File: config.mk
export PLATFORM = sky130hd
export DESIGN_NAME = alu_cmd_sequencer
export DESIGN_NICKNAME = d
export VERILOG_FILES = /design/src/rtl/alu_pkg.sv /design/src/rtl/alu_cmd_sequencer.sv
export SDC_FILE = /design/constraint.sdc
export NUM_CORES = 1
export LEC_CHECK = 0
export CAP_MARGIN = 20
export CORE_MARGIN = 8
export CORE_UTILIZATION = 40
export CTS_CLUSTER_DIAMETER = 100
export DETAILED_ROUTE_END_ITERATION = 10
export PLACE_DENSITY = 0.85
export SLEW_MARGIN = 20
export SYNTH_ARGS = -nofsm -noshare
export SYNTH_HDL_FRONTEND = slang
export SYNTH_SLANG_ARGS = --single-unit
File: constraint.sdc
create_clock -name CLK -period 4.21 [get_ports CLK]
set_input_delay 0.421 -clock CLK [delete_from_list [all_inputs] [get_ports CLK]]
set_output_delay 0.421 -clock CLK [all_outputs]
set_load 0.02 [all_outputs]
File: src/rtl/alu_pkg.sv
// Shared ALU definitions: unit-select codes, compare function codes,
// opcode layout and the command sequencer state encoding.
package alu_pkg;

    localparam logic [1:0] UNIT_ARITH = 2'b00;
    localparam logic [1:0] UNIT_LOGIC = 2'b01;
    localparam logic [1:0] UNIT_CMP   = 2'b10;
    localparam logic [1:0] UNIT_SHIFT = 2'b11;

    localparam logic [1:0] CMP_NOP = 2'b00;
    localparam logic [1:0] CMP_EQ  = 2'b01;
    localparam logic [1:0] CMP_GT  = 2'b10;
    localparam logic [1:0] CMP_LT  = 2'b11;

    // Opcode as carried on in_opcode: [3:2] unit, [1:0] function
    typedef struct packed {
        logic [1:0] unit;
        logic [1:0] func;
    } alu_op_t;

    typedef enum logic [1:0] {
        S_IDLE  = 2'b00,
        S_ISSUE = 2'b01,
        S_WAIT  = 2'b10,
        S_DONE  = 2'b11
    } seq_state_e;

endpackage

File: src/rtl/alu_cmd_sequencer.sv
// ALU command sequencer: accepts one command, enables the selected unit for
// one cycle, waits for its flag, captures the result and hands it downstream.
// Optional macro ALU_SEQ_TIMEOUT_EN bounds the wait to TIMEOUT_CYCLES and
// completes with out_err=1 / out_result=0 when the unit never answers.
module alu_cmd_sequencer
    import alu_pkg::*;
#(
    parameter int IN_DATA_WIDTH  = 16,
    parameter int OUT_DATA_WIDTH = 16,
    parameter int TIMEOUT_CYCLES = 8
) (
    input  logic                      CLK,
    input  logic                      RST,
    input  logic                      in_valid,
    output logic                      in_ready,
    input  logic [3:0]                in_opcode,
    input  logic [IN_DATA_WIDTH-1:0]  in_a,
    input  logic [IN_DATA_WIDTH-1:0]  in_b,
    output logic [IN_DATA_WIDTH-1:0]  A,
    output logic [IN_DATA_WIDTH-1:0]  B,
    output logic [1:0]                ALU_FUNC,
    output logic                      ARITH_enable,
    output logic                      LOGIC_enable,
    output logic                      CMP_enable,
    output logic                      SHIFT_enable,
    input  logic [OUT_DATA_WIDTH-1:0] ARITH_OUT,
    input  logic [OUT_DATA_WIDTH-1:0] LOGIC_OUT,
    input  logic [OUT_DATA_WIDTH-1:0] CMP_OUT,
    input  logic [OUT_DATA_WIDTH-1:0] SHIFT_OUT,
    input  logic                      ARITH_Flag,
    input  logic                      LOGIC_Flag,
    input  logic                      CMP_Flag,
    input  logic                      SHIFT_Flag,
    output logic                      out_valid,
    input  logic                      out_ready,
    output logic [OUT_DATA_WIDTH-1:0] out_result,
    output logic [1:0]                out_unit,
    output logic                      out_err
);

    seq_state_e                state_q, state_d;
    alu_op_t                   op_q;
    logic [IN_DATA_WIDTH-1:0]  a_q, b_q;
    logic [OUT_DATA_WIDTH-1:0] res_q;
    logic [1:0]                unit_q;
    logic                      load_cmd, cap_ok;
    logic                      sel_flag;
    logic [OUT_DATA_WIDTH-1:0] sel_out;

`ifdef ALU_SEQ_TIMEOUT_EN
    localparam int CNT_W = $clog2(TIMEOUT_CYCLES + 1);
    logic [CNT_W-1:0] cnt_q;
    logic             cap_to, err_q;
    logic             expired;

    // Last permitted WAIT cycle is the one where the counter reads TIMEOUT_CYCLES-1
    assign expired = (cnt_q == CNT_W'(TIMEOUT_CYCLES - 1));
    assign out_err = err_q;
`else
    logic unused_timeout;
    assign unused_timeout = ^TIMEOUT_CYCLES;
    assign out_err        = 1'b0;
`endif

    // Gate in_ready with RST so it reads 0 for the whole reset window
    assign in_ready   = RST && (state_q == S_IDLE);
    assign out_valid  = (state_q == S_DONE);
    assign A          = a_q;
    assign B          = b_q;
    assign ALU_FUNC   = op_q.func;
    assign out_result = res_q;
    assign out_unit   = unit_q;

    // Route the registered unit's flag/result; other units' flags never reach the FSM
    always_comb begin
        sel_flag = ARITH_Flag;
        sel_out  = ARITH_OUT;
        case (op_q.unit)
            UNIT_LOGIC: begin sel_flag = LOGIC_Flag; sel_out = LOGIC_OUT; end
            UNIT_CMP:   begin sel_flag = CMP_Flag;   sel_out = CMP_OUT;   end
            UNIT_SHIFT: begin sel_flag = SHIFT_Flag; sel_out = SHIFT_OUT; end
            default:    ;
        endcase
    end

    // State register
    always_ff @(posedge CLK or negedge RST) begin
        if (!RST) state_q <= S_IDLE;
        else      state_q <= state_d;
    end

    // Next state, one-cycle unit enable in ISSUE, capture strobes
    always_comb begin
        state_d      = state_q;
        load_cmd     = 1'b0;
        cap_ok       = 1'b0;
        ARITH_enable = 1'b0;
        LOGIC_enable = 1'b0;
        CMP_enable   = 1'b0;
        SHIFT_enable = 1'b0;
`ifdef ALU_SEQ_TIMEOUT_EN
        cap_to       = 1'b0;
`endif
        case (state_q)
            S_IDLE: if (in_valid) begin
                load_cmd = 1'b1;
                state_d  = S_ISSUE;
            end
            S_ISSUE: begin
                ARITH_enable = (op_q.unit == UNIT_ARITH);
                LOGIC_enable = (op_q.unit == UNIT_LOGIC);
                CMP_enable   = (op_q.unit == UNIT_CMP);
                SHIFT_enable = (op_q.unit == UNIT_SHIFT);
                state_d      = S_WAIT;
            end
            S_WAIT: begin
                // A flag on the expiry cycle still counts as a normal completion
                if (sel_flag) begin
                    cap_ok  = 1'b1;
                    state_d = S_DONE;
                end
`ifdef ALU_SEQ_TIMEOUT_EN
                else if (expired) begin
                    cap_to  = 1'b1;
                    state_d = S_DONE;
                end
`endif
            end
            S_DONE: if (out_ready) state_d = S_IDLE;
            default: state_d = S_IDLE;
        endcase
    end

    // Command and result registers; result fields hold through DONE
    always_ff @(posedge CLK or negedge RST) begin
        if (!RST) begin
            op_q   <= '0;
            a_q    <= '0;
            b_q    <= '0;
            res_q  <= '0;
            unit_q <= '0;
        end else begin
            if (load_cmd) begin
                op_q <= alu_op_t'(in_opcode);
                a_q  <= in_a;
                b_q  <= in_b;
            end
            if (cap_ok) begin
                res_q  <= sel_out;
                unit_q <= op_q.unit;
            end
`ifdef ALU_SEQ_TIMEOUT_EN
            else if (cap_to) begin
                res_q  <= '0;
                unit_q <= op_q.unit;
            end
`endif
        end
    end

`ifdef ALU_SEQ_TIMEOUT_EN
    // Wait counter cleared while issuing, so WAIT starts at zero; error flag
    always_ff @(posedge CLK or negedge RST) begin
        if (!RST) begin
            cnt_q <= '0;
            err_q <= 1'b0;
        end else begin
            if (state_q == S_ISSUE)     cnt_q <= '0;
            else if (state_q == S_WAIT) cnt_q <= cnt_q + 1'b1;
            if (cap_ok)      err_q <= 1'b0;
            else if (cap_to) err_q <= 1'b1;
        end
    end
`endif

endmodule

==> impl_results.md <==
* Yosys reg bits at 56
* RSZ-0062 raised after global routing: false
* Fin nets at 440
* Later-pin clock latency in the skew report at 0.30 ns
* Vias/cell at 4.902
* Post-synthesis cell type count at 28
* R2R Path End: out_unit[1]$_DFFE_PN0P_
* Worst EP required at 3.79 ns
* Row cnt at 30
* H-Tree Depth at 2
* Post-CTS Setup Bufs at 0
* Relative slew slack at 38.46%
* DRC at 0
* Post-detail-place hpwl at 6368 um
* Final worst path period share at 61.18%
* Crit path max fanout at 24
* Routed len/inst at 19.06 um
* Layout cells sized above 1 at 24.62%
* Hold Vio Cnt, Final at 0
* Lkg Pwr at 1.864 nW
* Status: complete, no violations
* CP startpoint: op_q[3]$_DFFE_PN0P_
* Synth Area in Compound Gates at 2.125%
* Startpoint Class: register
* Worst slew pin tran at 0.9231 ns
* Antenna violations before repair at 0
* CTS root buf: clkbuf_8
* Min-Delay Path Class: input pin to async pin
* Clock buffer depth at 2
* Placer Congestion at 0.7462
* Post-Route WL at 7795 um
* Worst Path Arrival at 2.15 ns
* Clk sinks at 56
* DRT iter0 DRCs at 70
* Final Skew at 0.004356 ns
* I/O Buffers at 165
* Clk pin slew, worst setup/hold paths at 0.10 ns
* Ant. Diodes at 0
* Adder-cell share of the synthesized area at 1.808%
* Mapped Area at 2768 sq um
* Max Cap Viol at 0
* Multi-input gate area at 1260 sq um
* First-pass GRT wire length at 11,930 um
* Synth warnings at 0
* Final setup vio count at 0
* Fill count at 506
* ANT nets after route at 0
* Max Fclk at 388.2 MHz
* Syn_nets at 278
* Main combinational cell family by area after synthesis: multiplexers
* Starting density of the core at 40.96%
* Die ar. at 9837 sq um
* Setup TNS at 0 ns
* Via Count at 2,005
* Layout overhead on the synthesized area at 63.88%
* DIE WIDTH at 99.18 um
* Largest net degree at the start of global routing at 57
* Crit Path Class: register to output port
* Peak supply drop at 0.4188 mV
* Sequential area share after synthesis at 50.63%
* CTS tree: done
* Syn_area_per_cell at 16.67 sq um
* Synth Instances at 166
* Final worst path period need at 2.576 ns
* GR Util All Layers at 15.44%
* Hold buffers post-CTS at 0
* Storage cell area at 1401 sq um
* Total CTS buffers at 5
* GR Overflow Total at 0
* Synth Area in Simple Gates at 3.526%
* XOR/XNOR share of the synthesized area at 0%
* CTS resizes at 0
* Vias in the first global route at 2,307
* Number of placed I/O pins at 167
* Chip Height at 99.18 um
* Power Dens Cells at 703.8 nW/um^2
* CP Capture Type: output port
* R2R cell count at 3
* R2r setup slk at 1.86 ns
* Hold WS at 0.2904 ns
* Max Slew Vio Count at 0
* Core footprint at 6756 sq um
* Reg2reg start: op_q[3]$_DFFE_PN0P_
* Mux cell area share after synthesis at 37.93%
* DR pass1 iterations at 4
-- metal layers --
| metal | track usage [%] | wire (um) |
|---|---|---|
| met1 | 16.14 | 2897 |
| met2 | 28.33 | 4182 |
| met3 | 6.006 | 666 |
| met4 | 3.725 | 48 |
| met5 | 0 | 0 |
-- cells in the final DEF (no fill, tap or decap), types with 4 or more instances in the layout --
master	synthesis	routed
clkdlybuf4s50_1	0	164
clkbuf_8	0	6
mux4_1	4	4
mux4_2	12	12
ha_1	4	4
mux2_4	11	11
dfrtp_1	56	56
nand2_1	4	4
mux2_2	41	41
-- report_power, final --
group	leakage, nW	switching [mW]	total, mW	internal, mW
clock network	0.0445	0.170	0.304	0.134
registers	0.662	0.208	1.03	0.817
logic	1.16	0.779	1.86	1.08
total	1.86	1.16	3.19	2.03
-- stage by stage --
| step | worst slack, ns | utilization (%) | instance area (sq um) | cells | power (mW) |
|---|---|---|---|---|---|
| 4_1_cts | 1.601 | 67.13 | 4536 | 409 | 3.239 |
| 6_report | 1.634 | 67.13 | 4536 | 409 | 3.192 |
| 3_3_place_gp | 1.919 | 65.74 | 4442 | 401 | 2.880 |
| 2_1_floorplan | 2.518 | - | 2768 | 166 | 2.148 |
| 5_1_grt | 1.504 | 67.13 | 4536 | 409 | 3.366 |
| 3_5_place_dp | 1.852 | 65.74 | 4442 | 401 | 2.930 |
-- critical path, stage by stage (launching register included) --
cell	delay (ns)
dfrtp_1	0.96
and3b_1	0.27
clkdlybuf4s50_1	0.62
-- worst max path at each step --
| stage | end | slack, ns |
|---|---|---|
| finish | CMP_enable | 1.63 |
| global route | CMP_enable | 1.50 |
| CTS | SHIFT_enable | 1.60 |
| detailed placement | out_unit[1]$_DFFE_PN0P_ | 1.85 |
| global placement | out_unit[1]$_DFFE_PN0P_ | 1.92 |
| floorplan | out_result[10]$_DFFE_PN0P_ | 2.52 |
-- cells by family (layout without fill, tap and decap cells) --
logic type	count (synthesis)	in the layout
adder cells (fa/ha/maj)	4	4
AO/OA/AOI/OAI	4	4
flip-flops	56	56
AND/OR/NAND/NOR	13	13
buffers and inverters	16	179
multiplexers	72	72
other	1	1
-- layout make-up --
class / count / area share (%)
clock buffers: 7 / 1.903
clock inverters: 1 / 0.1655
inverters: 3 / 0.2483
multi-input cells: 94 / 27.78
flip-flops and latches: 56 / 30.90
well taps: 80 / 2.207
repair buffers: 168 / 36.80
-- state kept, by name, summed over array words and instances (netlist names) --
register and count:
A 16, B 16, out_result 16, ALU_FUNC 2
op_q 2, out_unit 2, state_q 2
-- synth_stat cells, drive strengths merged --
library cell,n,area (sq um)
clkbuf,2,7.510
mux2,55,660.6
o21ai,2,21.27
nor2,1,3.750
mux2i,1,13.76
dfrtp,56,1401
conb,1,3.750
buf,11,87.58
mux4,16,375.4
nor3b,2,20.02
inv,3,11.26
nand3b,1,20.02
ha,4,50.05
a2111oi,1,27.53
nor2b,1,6.260
and3,2,17.52
and3b,1,8.760
nand2,4,15.01
o32a,1,10.01
and2,1,6.260
Note: power is estimated with default switching activity, not from simulation.
